[config.mk]
export PLATFORM = sky130hd
export DESIGN_NAME = mips_instr_encoder
export DESIGN_NICKNAME = d
export VERILOG_FILES = /design/src/rtl/mips_instr_encoder_pkg.sv /design/src/rtl/mips_instr_encoder_instr_fifo.sv /design/src/rtl/mips_instr_encoder.sv
export SDC_FILE = /design/constraint.sdc
export NUM_CORES = 1
export LEC_CHECK = 0
export ABC_AREA = 1
export CELL_PAD_IN_SITES_DETAIL_PLACEMENT = 1
export CELL_PAD_IN_SITES_GLOBAL_PLACEMENT = 2
export CORE_MARGIN = 4
export CORE_UTILIZATION = 33
export DETAILED_ROUTE_END_ITERATION = 16
export PLACE_DENSITY_LB_ADDON = 0.1
export SYNTH_ARGS = -nofsm -noshare
export SYNTH_HDL_FRONTEND = slang
export SYNTH_SLANG_ARGS = --single-unit
[constraint.sdc]
create_clock -name clk -period 4.8 [get_ports clk]
set_clock_uncertainty 0.1 [all_clocks]
set_input_delay 0.48 -clock clk [delete_from_list [all_inputs] [get_ports clk]]
set_output_delay 0.48 -clock clk [all_outputs]
set_load 0.05 [all_outputs]
[src/rtl/mips_instr_encoder_pkg.sv]
// Shared constants for the MIPS instruction encoder / program loader:
// symbolic op codes, real opcode/funct fields and small word-building helpers.
package mips_instr_encoder_pkg;

  // Symbolic request ops; values above OP_LAST are undefined and rejected.
  typedef enum logic [5:0] {
    OP_NOP     = 6'd0,
    OP_ADD     = 6'd1,
    OP_SUB     = 6'd2,
    OP_AND     = 6'd3,
    OP_OR      = 6'd4,
    OP_SLT     = 6'd5,
    OP_SLTU    = 6'd6,
    OP_JR      = 6'd7,
    OP_MULT    = 6'd8,
    OP_MULTU   = 6'd9,
    OP_DIV     = 6'd10,
    OP_DIVU    = 6'd11,
    OP_MFHI    = 6'd12,
    OP_MFLO    = 6'd13,
    OP_MTHI    = 6'd14,
    OP_MTLO    = 6'd15,
    OP_ADDI    = 6'd16,
    OP_ANDI    = 6'd17,
    OP_ORI     = 6'd18,
    OP_LUI     = 6'd19,
    OP_LW      = 6'd20,
    OP_LH      = 6'd21,
    OP_LB      = 6'd22,
    OP_SW      = 6'd23,
    OP_SH      = 6'd24,
    OP_SB      = 6'd25,
    OP_BEQ     = 6'd26,
    OP_BNE     = 6'd27,
    OP_JAL     = 6'd28,
    OP_MFC0    = 6'd29,
    OP_MTC0    = 6'd30,
    OP_ERET    = 6'd31,
    OP_SYSCALL = 6'd32
  } op_e;

  localparam logic [5:0] OP_LAST = 6'd32;

  // Encoded-word buffer depth; must be a power of two and at least 2.
  localparam int FIFO_DEPTH_DEFAULT = 4;

  // Primary opcodes
  localparam logic [5:0] OPC_SPECIAL = 6'h00;
  localparam logic [5:0] OPC_JAL     = 6'h03;
  localparam logic [5:0] OPC_BEQ     = 6'h04;
  localparam logic [5:0] OPC_BNE     = 6'h05;
  localparam logic [5:0] OPC_ADDI    = 6'h08;
  localparam logic [5:0] OPC_ANDI    = 6'h0C;
  localparam logic [5:0] OPC_ORI     = 6'h0D;
  localparam logic [5:0] OPC_LUI     = 6'h0F;
  localparam logic [5:0] OPC_COP0    = 6'h10;
  localparam logic [5:0] OPC_LB      = 6'h20;
  localparam logic [5:0] OPC_LH      = 6'h21;
  localparam logic [5:0] OPC_LW      = 6'h23;
  localparam logic [5:0] OPC_SB      = 6'h28;
  localparam logic [5:0] OPC_SH      = 6'h29;
  localparam logic [5:0] OPC_SW      = 6'h2B;

  // SPECIAL funct codes
  localparam logic [5:0] FN_JR      = 6'h08;
  localparam logic [5:0] FN_SYSCALL = 6'h0C;
  localparam logic [5:0] FN_MFHI    = 6'h10;
  localparam logic [5:0] FN_MTHI    = 6'h11;
  localparam logic [5:0] FN_MFLO    = 6'h12;
  localparam logic [5:0] FN_MTLO    = 6'h13;
  localparam logic [5:0] FN_MULT    = 6'h18;
  localparam logic [5:0] FN_MULTU   = 6'h19;
  localparam logic [5:0] FN_DIV     = 6'h1A;
  localparam logic [5:0] FN_DIVU    = 6'h1B;
  localparam logic [5:0] FN_ADD     = 6'h20;
  localparam logic [5:0] FN_SUB     = 6'h22;
  localparam logic [5:0] FN_AND     = 6'h24;
  localparam logic [5:0] FN_OR      = 6'h25;
  localparam logic [5:0] FN_SLT     = 6'h2A;
  localparam logic [5:0] FN_SLTU    = 6'h2B;

  // COP0 rs-field selectors and the fixed eret word
  localparam logic [4:0]  COP0_MF   = 5'd0;
  localparam logic [4:0]  COP0_MT   = 5'd4;
  localparam logic [31:0] ERET_WORD = 32'h4200_0018;

  // R-type word with shamt held at zero.
  function automatic logic [31:0] r_word(input logic [4:0] rs, input logic [4:0] rt,
                                         input logic [4:0] rd, input logic [5:0] funct);
    return {OPC_SPECIAL, rs, rt, rd, 5'd0, funct};
  endfunction

  // I-type word; the immediate is used exactly as given.
  function automatic logic [31:0] i_word(input logic [5:0] opc, input logic [4:0] rs,
                                         input logic [4:0] rt, input logic [15:0] imm);
    return {opc, rs, rt, imm};
  endfunction

endpackage

[src/rtl/mips_instr_encoder_instr_fifo.sv]
// Small synchronous FIFO holding encoded words between the encoder and IM.
// Head data reads as zero while empty so the IM data bus is quiet when idle.
module instr_fifo #(
  parameter int WIDTH = 32,
  parameter int DEPTH = 4
) (
  input  logic             clk,
  input  logic             reset,
  input  logic             push,
  input  logic [WIDTH-1:0] push_data,
  input  logic             pop,
  output logic [WIDTH-1:0] pop_data,
  output logic             full,
  output logic             empty
);

  localparam int AW = $clog2(DEPTH);

  logic [WIDTH-1:0] mem [DEPTH];
  logic [AW:0]      wr_ptr;
  logic [AW:0]      rd_ptr;
  logic             do_push;
  logic             do_pop;

  assign empty    = (wr_ptr == rd_ptr);
  assign full     = (wr_ptr[AW] != rd_ptr[AW]) && (wr_ptr[AW-1:0] == rd_ptr[AW-1:0]);
  assign do_push  = push && !full;
  assign do_pop   = pop && !empty;
  assign pop_data = empty ? '0 : mem[rd_ptr[AW-1:0]];

  // Pointers carry one wrap bit so full and empty are distinguishable.
  always_ff @(posedge clk or negedge reset) begin
    if (!reset) begin
      wr_ptr <= '0;
      rd_ptr <= '0;
    end else begin
      if (do_push) wr_ptr <= wr_ptr + (AW+1)'(1);
      if (do_pop)  rd_ptr <= rd_ptr + (AW+1)'(1);
    end
  end

  // Storage needs no reset; only the pointers define which entries are live.
  always_ff @(posedge clk) begin
    if (do_push) mem[wr_ptr[AW-1:0]] <= push_data;
  end

endmodule

[src/rtl/mips_instr_encoder.sv]
// Self-test program loader: encodes symbolic instruction requests into MIPS
// words, queues them and writes them to instruction memory at consecutive
// word addresses starting from RESET_ADDR or a loaded base.
module mips_instr_encoder
  import mips_instr_encoder_pkg::*;
#(
  parameter int          FIFO_DEPTH = FIFO_DEPTH_DEFAULT,
  parameter logic [31:0] RESET_ADDR = 32'h0000_3000,
  parameter int          CNT_W      = 16
) (
  input  logic             clk,
  input  logic             reset,
  input  logic             req_valid,
  output logic             req_ready,
  input  logic [5:0]       req_op,
  input  logic [4:0]       req_rs,
  input  logic [4:0]       req_rt,
  input  logic [4:0]       req_rd,
  input  logic [15:0]      req_imm,
  input  logic [25:0]      req_target,
  input  logic             base_load,
  input  logic [31:0]      base_addr,
  output logic             im_we,
  input  logic             im_ready,
  output logic [31:0]      im_addr,
  output logic [31:0]      im_wdata,
  output logic [CNT_W-1:0] word_cnt,
  output logic             err_illegal
);

  // Symbolic op plus fields to a 32-bit word; fields an op does not use are zeroed.
  function automatic logic [31:0] encode_instr(input logic [5:0] op, input logic [4:0] rs,
                                               input logic [4:0] rt, input logic [4:0] rd,
                                               input logic [15:0] imm, input logic [25:0] target);
    logic [31:0] word;
    word = 32'h0;
    case (op)
      OP_NOP:     word = 32'h0;
      OP_ADD:     word = r_word(rs, rt, rd, FN_ADD);
      OP_SUB:     word = r_word(rs, rt, rd, FN_SUB);
      OP_AND:     word = r_word(rs, rt, rd, FN_AND);
      OP_OR:      word = r_word(rs, rt, rd, FN_OR);
      OP_SLT:     word = r_word(rs, rt, rd, FN_SLT);
      OP_SLTU:    word = r_word(rs, rt, rd, FN_SLTU);
      OP_JR:      word = r_word(rs, 5'd0, 5'd0, FN_JR);
      OP_SYSCALL: word = r_word(5'd0, 5'd0, 5'd0, FN_SYSCALL);
      OP_MULT:    word = r_word(rs, rt, 5'd0, FN_MULT);
      OP_MULTU:   word = r_word(rs, rt, 5'd0, FN_MULTU);
      OP_DIV:     word = r_word(rs, rt, 5'd0, FN_DIV);
      OP_DIVU:    word = r_word(rs, rt, 5'd0, FN_DIVU);
      OP_MFHI:    word = r_word(5'd0, 5'd0, rd, FN_MFHI);
      OP_MFLO:    word = r_word(5'd0, 5'd0, rd, FN_MFLO);
      OP_MTHI:    word = r_word(rs, 5'd0, 5'd0, FN_MTHI);
      OP_MTLO:    word = r_word(rs, 5'd0, 5'd0, FN_MTLO);
      OP_ADDI:    word = i_word(OPC_ADDI, rs, rt, imm);
      OP_ANDI:    word = i_word(OPC_ANDI, rs, rt, imm);
      OP_ORI:     word = i_word(OPC_ORI, rs, rt, imm);
      OP_LUI:     word = i_word(OPC_LUI, 5'd0, rt, imm);
      OP_LW:      word = i_word(OPC_LW, rs, rt, imm);
      OP_LH:      word = i_word(OPC_LH, rs, rt, imm);
      OP_LB:      word = i_word(OPC_LB, rs, rt, imm);
      OP_SW:      word = i_word(OPC_SW, rs, rt, imm);
      OP_SH:      word = i_word(OPC_SH, rs, rt, imm);
      OP_SB:      word = i_word(OPC_SB, rs, rt, imm);
      OP_BEQ:     word = i_word(OPC_BEQ, rs, rt, imm);
      OP_BNE:     word = i_word(OPC_BNE, rs, rt, imm);
      OP_JAL:     word = {OPC_JAL, target};
      OP_MFC0:    word = {OPC_COP0, COP0_MF, rt, rd, 11'd0};
      OP_MTC0:    word = {OPC_COP0, COP0_MT, rt, rd, 11'd0};
      OP_ERET:    word = ERET_WORD;
      default:    word = 32'h0;
    endcase
    return word;
  endfunction

  logic             fifo_full;
  logic             fifo_empty;
  logic [31:0]      fifo_head;
  logic [31:0]      enc_word;
  logic             op_legal;
  logic             accept;
  logic             push_en;
  logic             xfer;
  logic [31:0]      addr_q;
  logic [CNT_W-1:0] cnt_q;
  logic             err_q;
  logic             unused_base_lsbs;

  // Address is always word aligned, so the low base bits are dropped on load.
  assign unused_base_lsbs = ^base_addr[1:0];

  // Ready comes only from registered occupancy; a full buffer never takes a request.
  assign req_ready = !fifo_full;
  assign accept    = req_valid && req_ready;
  assign op_legal  = (req_op <= OP_LAST);
  assign enc_word  = encode_instr(req_op, req_rs, req_rt, req_rd, req_imm, req_target);
  assign push_en   = accept && op_legal;
  assign im_we     = !fifo_empty;
  assign xfer      = im_we && im_ready;

  assign im_wdata    = fifo_head;
  assign im_addr     = addr_q;
  assign word_cnt    = cnt_q;
  assign err_illegal = err_q;

  instr_fifo #(
    .WIDTH (32),
    .DEPTH (FIFO_DEPTH)
  ) u_fifo (
    .clk       (clk),
    .reset     (reset),
    .push      (push_en),
    .push_data (enc_word),
    .pop       (xfer),
    .pop_data  (fifo_head),
    .full      (fifo_full),
    .empty     (fifo_empty)
  );

  // Write address: a base load wins over the post-transfer increment.
  always_ff @(posedge clk or negedge reset) begin
    if (!reset) begin
      addr_q <= RESET_ADDR;
    end else if (base_load) begin
      addr_q <= {base_addr[31:2], 2'b00};
    end else if (xfer) begin
      addr_q <= addr_q + 32'd4;
    end
  end

  // Count completed IM writes, holding at all-ones instead of wrapping.
  always_ff @(posedge clk or negedge reset) begin
    if (!reset) begin
      cnt_q <= '0;
    end else if (xfer && (cnt_q != {CNT_W{1'b1}})) begin
      cnt_q <= cnt_q + CNT_W'(1);
    end
  end

  // Remember that an undefined op was consumed; cleared only by reset.
  always_ff @(posedge clk or negedge reset) begin
    if (!reset) begin
      err_q <= 1'b0;
    end else if (accept && !op_legal) begin
      err_q <= 1'b1;
    end
  end

endmodule

* After elaboration in Yosys (flattened, before gate mapping)
Memory sizes are Yosys's and may differ from the RTL's.
Cells that the tools add are included.
** Cells by class
- Magnitude comparators :: 1
- Add/sub/neg operators :: 4
- Mux-type cells :: 6
- Reductions and logical operators :: 12
- Eq/ne operators :: 36
** Operators with widths (number)
- 32-bit case mux with 32 select lines :: 1
- 6-bit by 5-bit == test with 1-bit output (second input constant) :: 16
- 32-bit 2-to-1 mux :: 3
- 6-bit by 4-bit == test with 1-bit output (second input constant) :: 8
- 32-bit by 3-bit adder with 32-bit output (second input constant) :: 1
- 6-bit by 3-bit == test with 1-bit output (second input constant) :: 4
- 16-bit by 1-bit adder with 16-bit output (second input constant) :: 1
- 16-bit != test (second input constant) :: 1
- 6-bit by 2-bit == test with 1-bit output (second input constant) :: 2
- 1-bit logical AND :: 8
- 3-bit by 1-bit adder with 3-bit output (second input constant) :: 2
- 6-bit by 1-bit == test with 1-bit output (second input constant) :: 1
- 6-bit == test (second input constant) :: 1
- 6-bit <= comparator (second input constant) :: 1
- 3-bit == test :: 1
- 1-bit zero test :: 3
- 2-bit == test :: 1
- 1-bit 2-to-1 mux :: 2
- 2-bit nonzero test :: 1
- 1-bit != test :: 1
** Storage, ports and cells
- Output and inout bits :: 83
- Logic and storage cells :: 65
- Bits in writable memories :: 128
- Input port bits :: 100
- Memories kept :: 1
- Register bits :: 55
** Memory list
- u_fifo.mem :: depth 4, bits a word 32, read ports 1, clocked after Yosys merged registers in 0, write ports 1, RTL line mips_instr_encoder_instr_fifo.sv:19 : logic [WIDTH-1:0] mem [DEPTH];

* Logic depth before layout (Yosys ltp)
Gate-level depths: netlist of run 1.
- Word-level depth :: 8
- Gate-level depth with buffers :: 10
- Gate-level depth less buffers :: 10

* By module
A second synthesis of run 1 with hierarchy kept.
** Second synthesis, totals
- Cells, all modules :: 1501
- Area, all modules :: 11188.2 sq um
** By module, submodules not included
- mips_instr_encoder :: area each 5635.4 sq um, cells an instance 1029, sequential area each 1178.6 sq um, times used 1
- instr_fifo :: area each 5552.8 sq um, cells an instance 472, sequential area each 3993.8 sq um, times used 1

* Worst setup path after synthesis of run 1
OpenSTA, ideal clock, no wires.
- Path kind :: register to register
- Start :: register u_fifo.wr_ptr[2]
- End :: memory u_fifo.mem[0][0], enable pin
- Period minus slack after synthesis :: 3.405 ns
- Arrival :: 2.884 ns
- Required time :: 4.279 ns
- Setup slack :: 1.395 ns
- Path buffers :: 0
- Library setup time :: 0.421 ns
- Cell stages (with the launch flop) :: 5
- Cells stage by stage :: dfrtp_1 xnor2_1 nand3b_1 nand3_1 nor2_1
** On the way
- Cells in the longest elaborated chain, start to end :: 8
** RTL lines
- start: declaration :: RTL line mips_instr_encoder_instr_fifo.sv:20 : logic [AW:0] wr_ptr;
- start signal: assignment :: RTL line mips_instr_encoder_instr_fifo.sv:37 : if (do_push) wr_ptr <= wr_ptr + (AW+1)'(1);
- 1-bit != test (*) :: RTL line mips_instr_encoder_instr_fifo.sv:26 : assign full = (wr_ptr[AW] != rd_ptr[AW]) && (wr_ptr[AW-1:0] == rd_ptr[AW-1:0]);
- 1-bit logical AND (*) :: RTL line mips_instr_encoder_instr_fifo.sv:26
- 1-bit zero test (*) :: RTL line mips_instr_encoder.sv:93 : assign req_ready = !fifo_full;
- net req_ready :: RTL line mips_instr_encoder.sv:14 : output logic req_ready,
- 1-bit logical AND :: RTL line mips_instr_encoder.sv:94 : assign accept = req_valid && req_ready;
- 1-bit logical AND :: RTL line mips_instr_encoder.sv:97 : assign push_en = accept && op_legal;
- 1-bit logical AND (*) :: RTL line mips_instr_encoder_instr_fifo.sv:27 : assign do_push = push && !full;
- 1-bit 2-to-1 mux (*) :: RTL line mips_instr_encoder_instr_fifo.sv:44 : if (do_push) mem[wr_ptr[AW-1:0]] <= push_data;
- 1-bit 2-to-1 mux (implied by the code) (*) :: RTL line mips_instr_encoder_instr_fifo.sv:44
- end: declaration :: RTL line mips_instr_encoder_instr_fifo.sv:19
The timed path passes the listed nets; every way through them passes the cells marked *.

* Worst setup path after layout of run 1
- Start :: register u_fifo.rd_ptr[0]
- End :: output im_wdata[21]
** On the way
- Cells in the longest elaborated chain, start to end :: 2
- Elaborated cells between the ends (all ways) :: 3
- Classes of those cells :: eq/ne (1); mux (1); memory (1)
** RTL lines
- start: declaration :: RTL line mips_instr_encoder_instr_fifo.sv:21 : logic [AW:0] rd_ptr;
- start signal: assignment :: RTL line mips_instr_encoder_instr_fifo.sv:38 : if (do_pop) rd_ptr <= rd_ptr + (AW+1)'(1);
- memory 4 x 32 bit / 3-bit == test (equally long branches)
- 32-bit 2-to-1 mux (*) :: RTL line mips_instr_encoder_instr_fifo.sv:29 : assign pop_data = empty ? '0 : mem[rd_ptr[AW-1:0]];
- end: declaration :: RTL line mips_instr_encoder.sv:26 : output logic [31:0] im_wdata,
Every way passes the cells marked *; elsewhere a longest branch is shown, timed or not.

==> flow_metrics.py, run 1 <==
metrics = {
    "floorplanning": {
        "die_y_um": 178,
        "io_pins": 183,
        "coreArea_mm2": 0.0281,
        "rows": 61,
        "die_w_um": 178,
        "start_util": 0.338,
        "dieArea_mm2": 0.0316,
    },
    "synth": {
        "yosys.area.top_type_share": 0.404,
        "yosysUniqueCellTypes": 37,
        "ys_warn_count": 0,
        "synth_top_cell_by_area": "edfxtp_1",
        "ys_ff_latch": 181,
        "syn_area_per_cell_um2": 8.44,
        "synth.top_cells.by_area": "edfxtp_1 (40%), dfrtp_1 (13%), nand2_1 (13%)",
        "synth_edf_count": 128,
        "postSynthCellCount": 1126,
        "seq_area_frac_synth": 0.544,
        "synthesis.area_mm2": 0.00950,
        "synth_ff_type": "edfxtp_1",
        "synthArstFlopShare": 0.293,
    },
    "cts": {
        "cts_setup_buffers": 0,
        "cts_tree": "yes",
        "clkTransAtPathRegs_ns": 0.08,
        "clkLatencyLatePin_ns": 0.43,
        "cts_resized": 0,
        "numCtsBuffers": 17,
        "cts_sinks": 181,
        "cts_buffer_depth": 2,
        "cts_root_buf": "clkbuf_16",
        "hold_buffers": 0,
        "cts.htree.levels": 4,
    },
    "global_routing": {
        "grt_pass1_wl_um": 45600,
        "grt.overflow.total": 0,
        "antenna_found_initial": 0,
        "grt_pass1_vias": 8424,
        "grtUsageTotal": 0.184,
        "grt_max_degree": 67,
    },
    "power_and_ir_drop": {
        "sw_frac_of_total": 0.491,
        "power.density_mw_per_mm2": 634,
        "p_total_mw": 7.79,
        "p_int_mw": 3.96,
        "p_switching_mw": 3.83,
        "seq_power_share": 0.288,
        "max-vdd-ir-drop_mv": 0.644,
        "power_frac_comb": 0.533,
        "p_leak_nw": 5.05,
        "pwr-share-clk": 0.180,
    },
    "timing": {
        "finalCriticalPeriod_ns": 3.80,
        "drv_slew": 0,
        "fin_crit_sh": 0.791,
        "setup_viol": 0,
        "timing.fmax_mhz": 263,
        "finalHoldViolCount": 0,
        "rsz0062_at_grt": "false",
        "relSlewSlack": 0.466,
        "finalSetupTns_ns": 0,
        "worstMarginPinSlew_ns": 0.800,
    },
    "placed_design": {
        "gp_congestion": 0.807,
        "io_buffer_count": 178,
        "place_hpwl_um": 19700,
    },
    "route": {
        "drtIter0Drc": 452,
        "drc": 0,
        "drt_wl_total_um": 28400,
        "ant_nets": 0,
        "vias": 8169,
        "viasPerCell": 4.85,
        "dr.pass1.iters": 5,
        "wire_per_inst_um": 16.9,
    },
    "finish": {
        "drive_gt1_frac": 0.0574,
        "n_antenna_cell": 0,
        "syn_to_final_growth_pct": 29.3,
        "final_nets": 1401,
        "mostFrequentLayoutCells": "nand2_1 (324), nor2_1 (183), clkdlybuf4s50_1 (177)",
        "layout_commonest_cell": "nand2_1",
    },
    "critical_path": {
        "rrSetupSlack_ns": 2.27,
        "rr_startpoint": "u_fifo.rd_ptr[0]",
        "startpoint": "u_fifo.rd_ptr[0]",
        "slowest_delay_ns": 0.81,
        "cp_data_arrival_time_ns": 3.22,
        "critPathLaunchType": "flop",
        "end_kind": "output port",
        "crit_slowest_cell": "clkdlybuf4s50_1",
        "path_max_fanout": 43,
        "worstPathCellList": "inv_2 -> buf_4 -> nor2_1 -> o32ai_1 -> nand2_1 -> inv_1 -> clkdlybuf4s50_1",
        "rr_worst_depth": 5,
        "crit_end": "im_wdata[21]",
        "crit_type": "reg -> out",
        "reg2reg_to": "u_fifo.mem[2][27]",
        "required_ns": 4.22,
    },
    "hold_path": {
        "hp-class": "in -> async",
    },
    "outcome": {
        "status": "finished clean",
    },
    "job": {
        "maxCapViolations": 0,
    },
}
## critical path, delay by kind of cell, from the launching register on
family / cells / cell delay, ns
compound gates: 1 / 0.27
simple gates: 2 / 0.14
flops: 1 / 0.54
buf+inv: 4 / 1.84
## state kept, by name, indices dropped and copies added, names as in the netlist
register / flops
u_fifo.wr_ptr: 3
im_addr: 30
u_fifo.rd_ptr: 3
u_fifo.mem: 128
word_cnt: 16
err_illegal: 1
## power groups by stage
| stage | logic (mW) | clock network [mW] | registers [mW] |
|---|---|---|---|
| 2_1_floorplan | 2.43 | 0 | 2.60 |
| 3_3_place_gp | 4.16 | 0 | 2.27 |
| 3_5_place_dp | 4.20 | 0 | 2.28 |
| 4_1_cts | 4.21 | 1.44 | 2.25 |
| 5_1_grt | 4.50 | 1.51 | 2.29 |
| 6_report | 4.15 | 1.40 | 2.24 |
## through the flow
step | instance area, um2 | utilization | setup WS, ns | hold WS (ns) | std cells
after floorplan | 9510 | - | 1.40 | 0.0844 | 1127
after global placement | 11700 | 0.416 | 1.40 | 0.370 | 1653
after detailed placement | 11700 | 0.416 | 1.38 | 0.383 | 1653
after CTS | 12300 | 0.437 | 0.915 | 0.112 | 1685
after global routing | 12300 | 0.437 | 0.746 | 0.146 | 1685
final | 12300 | 0.437 | 1.00 | 0.0977 | 1685
## how the worst min path moves through the flow
stage	start	to	slack (ns)	cells after the start
3_3_place_gp	err_illegal	err_illegal	0.37	1
5_1_grt	reset	word_cnt[9]	0.15	2
4_1_cts	reset	word_cnt[9]	0.11	2
6_report	reset	word_cnt[9]	0.1	2
2_1_floorplan	reset	err_illegal	0.08	0
3_5_place_dp	err_illegal	err_illegal	0.38	1
## final cells by class
class	instances	area [um2]
tap	378	473
clock buffer	18	429
multi-input combinational	780	3690
fill	3378	15800
inverter	121	454
timing repair buffer	193	1890
clock inverter	14	173
sequential	181	5170
## synth_stat cells, types with 2 or more instances
cell	count
buf_2	15
xor2_1	8
inv_2	3
a211oi_1	2
or2_2	8
nand3b_1	2
o32ai_1	32
xnor2_1	14
dfrtp_1	51
inv_1	117
edfxtp_1	128
nand4_1	11
nor3_1	4
clkbuf_1	18
o21bai_1	12
buf_1	5
buf_6	2
nor2_1	188
buf_4	5
a21oi_1	17
a22o_1	10
o21ai_0	67
nand2_1	324
ha_1	7
o211ai_1	4
nor2_2	3
dfstp_2	2
nand3_1	58
## layer usage
| layer | global-route usage | vias to the layer above | part of all wire |
|---|---|---|---|
| met5 | 0 | - | 0 |
| met4 | 0.0380 | 0 | 0.0089 |
| met3 | 0.0236 | 19 | 0.030 |
| met2 | 0.310 | 128 | 0.48 |
| met1 | 0.256 | 3986 | 0.49 |
| li1 | - | 4036 | - |
## cell families (layout without fill, tap and decap cells)
family                   count (synthesis)  count (layout)  share of synthesized area
AND/OR/NAND/NOR                        602             602                      0.254
flip-flops                             181             181                      0.544
buffers and inverters                  166             346                     0.0711
AO/OA/AOI/OAI                          147             147                      0.100
XOR/XNOR                                22              22                     0.0203
adder cells (fa/ha/maj)                  7               7                    0.00921
other                                    1               2                   0.000395
No activity file was read; power rests on OpenSTA's default activity.
==> run 2, diff against run 1 <==
--- a/config.mk
+++ b/config.mk
@@ -9,7 +9,7 @@
 export CELL_PAD_IN_SITES_DETAIL_PLACEMENT = 1
 export CELL_PAD_IN_SITES_GLOBAL_PLACEMENT = 2
 export CORE_MARGIN = 4
-export CORE_UTILIZATION = 33
+export CORE_UTILIZATION = 28
 export DETAILED_ROUTE_END_ITERATION = 16
 export PLACE_DENSITY_LB_ADDON = 0.1
 export SYNTH_ARGS = -nofsm -noshare
==> constraint.sdc (replaced) <==
create_clock -name clk -period 3.2 [get_ports clk]
set_clock_uncertainty 0.1 [all_clocks]
set_input_delay 0.32 -clock clk [delete_from_list [all_inputs] [get_ports clk]]
set_output_delay 0.32 -clock clk [all_outputs]
set_load 0.05 [all_outputs]
==> run 2 against run 1 <==
Final cell count rose by 4.5%. Routed wire length rose by 4.2%. Register-to-register slack got worse by 1.4 ns. Sequential cell count did not move. Utilization fell by 6.1 points. Global-route usage fell by 2.1 points. Critical path depth did not move. Via count fell by 1.1%. Total power rose by 58%. Die area rose by 17%. Critical path type unchanged. Highest routed layer unchanged.
==> flow_metrics.py, run 2 (same netlist as run 1, synthesis figures left out) <==
metrics = {
    "floorplanning": {
        "coreArea_mm2": 0.0335,
        "io_pins": 183,
        "die_y_um": 192,
        "rows": 67,
        "start_util": 0.283,
        "dieArea_mm2": 0.0370,
        "die_w_um": 192,
    },
    "finish": {
        "n_antenna_cell": 0,
        "syn_to_final_growth_pct": 32.9,
        "fin_area_mm2": 0.0126,
        "drive_gt1_frac": 0.0755,
        "layout_commonest_cell": "nand2_1",
        "mostFrequentLayoutCells": "nand2_1 (324), nor2_1 (183), clkdlybuf4s50_1 (157)",
        "final_util": 0.377,
        "largest_reg_flops": 128,
        "fillerInstances": 3942,
        "final_nets": 1406,
    },
    "global_routing": {
        "grt.overflow.total": 0,
        "grt_max_degree": 67,
        "grtUsageTotal": 0.163,
        "grt_pass1_wl_um": 46800,
        "antenna_found_initial": 0,
        "grt_pass1_vias": 8409,
    },
    "critical_path": {
        "crit_type": "reg -> out",
        "required_ns": 2.78,
        "rrSetupSlack_ns": 0.88,
        "critPathLaunchType": "flop",
        "cp_data_arrival_time_ns": 2.57,
        "startpoint": "u_fifo.rd_ptr[0]",
        "path_max_fanout": 43,
        "rr_startpoint": "u_fifo.rd_ptr[0]",
        "end_kind": "output port",
    },
    "timing": {
        "fin_crit_sh": 0.935,
        "timing.fmax_mhz": 334,
        "drv_slew": 0,
        "setup_viol": 0,
        "finalCriticalPeriod_ns": 2.99,
        "finalHoldViolCount": 0,
        "relSlewSlack": 0.476,
        "rsz0062_at_grt": "false",
        "worstMarginPinSlew_ns": 0.785,
    },
    "outcome": {
        "status": "finished clean",
    },
    "cts": {
        "cts_root_buf": "clkbuf_16",
        "cts_tree": "yes",
        "clkLatencyLatePin_ns": 0.44,
        "cts_sinks": 181,
        "clkTransAtPathRegs_ns": 0.07,
        "numCtsBuffers": 17,
        "cts.htree.levels": 4,
        "cts_buffer_depth": 2,
    },
    "placed_design": {
        "place_hpwl_um": 20500,
        "io_buffer_count": 178,
        "dpl-instance-area_mm2": 0.0121,
        "gp_congestion": 0.779,
    },
    "route": {
        "drtIter0Drc": 315,
        "ant_nets": 0,
        "drt_wl_total_um": 29600,
        "wire_per_inst_um": 16.8,
        "viasPerCell": 4.59,
        "vias": 8083,
        "drc": 0,
        "dr.pass1.iters": 4,
    },
    "hold_path": {
        "hp-class": "reg -> reg",
        "hold_start": "u_fifo.rd_ptr[2]",
    },
    "power_and_ir_drop": {
        "max-vdd-ir-drop_mv": 0.944,
        "power.density_mw_per_mm2": 976,
        "p_leak_nw": 5.17,
    },
    "job": {
        "maxCapViolations": 0,
    },
}
==> run 2: cell count changes in the layout (fill, tap and decap cells not counted), sizes merged <==
cell,previous run,this run
clkdlybuf4s50,177,157
clkinv,8,10
dlygate4sd3,0,1
clkbuf,18,17
buf,16,40
clkinvlp,0,2
inv,127,124
==> run 2: final timing paths <==
check / end / cells past startpoint
max: im_wdata[20] / 7
min: u_fifo.rd_ptr[2] / 1
max reg2reg: im_addr[6] / 8
min reg2reg: u_fifo.rd_ptr[2] / 1
max in group asynchronous: u_fifo.rd_ptr[0] / 3
min in group asynchronous: word_cnt[9] / 3
==> run 2: stage by stage <==
step	hold WS [ns]	power, mW	setup TNS [ns]	std cells	setup WS (ns)
3_3_place_gp	0.372	10.4	0	1727	0.495
2_1_floorplan	-0.0756	7.55	-26.24	1127	-0.205
4_1_cts	0.374	12.6	0	1760	0.0423
6_report	0.389	12.3	0	1760	0.207
5_1_grt	0.394	13.1	0	1760	0.0321
3_5_place_dp	0.379	10.5	0	1727	0.485
==> run 2: power by group <==
group	internal (mW)	total [mW]	switching, mW
Clock	1.03	2.04	1.01
Sequential	2.96	3.35	0.388
Combinational	2.45	6.94	4.49
==> run 2: critical path, cell delays in order (launching register included) <==
cell and delay, ns:
dfrtp_2 0.43, buf_12 0.19, xnor2_1 0.18, nand3_2 0.11, buf_12 0.21, nand2_1 0.11
inv_1 0.07, clkdlybuf4s50_1 0.80
==> run 2: what timing repair did <==
item | in CTS | in global routing
endpoints found under the setup margin | 0 | 8
hold buffers | 1 | 0
hold endpoints to repair | 51 | 0
resized for setup | 0 | 1
setup buffers | 0 | 0
==> run 2: layout make-up <==
cell class | count | area (um2) | share of cell area
timing repair buffer | 198 | 2180 | 0.173
clock buffer | 17 | 425 | 0.0337
sequential | 181 | 5170 | 0.410
tap | 448 | 561 | 0.0444
inverter | 121 | 455 | 0.0361
clock inverter | 15 | 144 | 0.0114
multi-input combinational | 780 | 3690 | 0.292
==> run 2: per-layer routing <==
layer	routed length (um)	global-route usage
met5	0	0
met4	225	0.0318
met3	978	0.0329
met2	13700	0.266
met1	14700	0.226
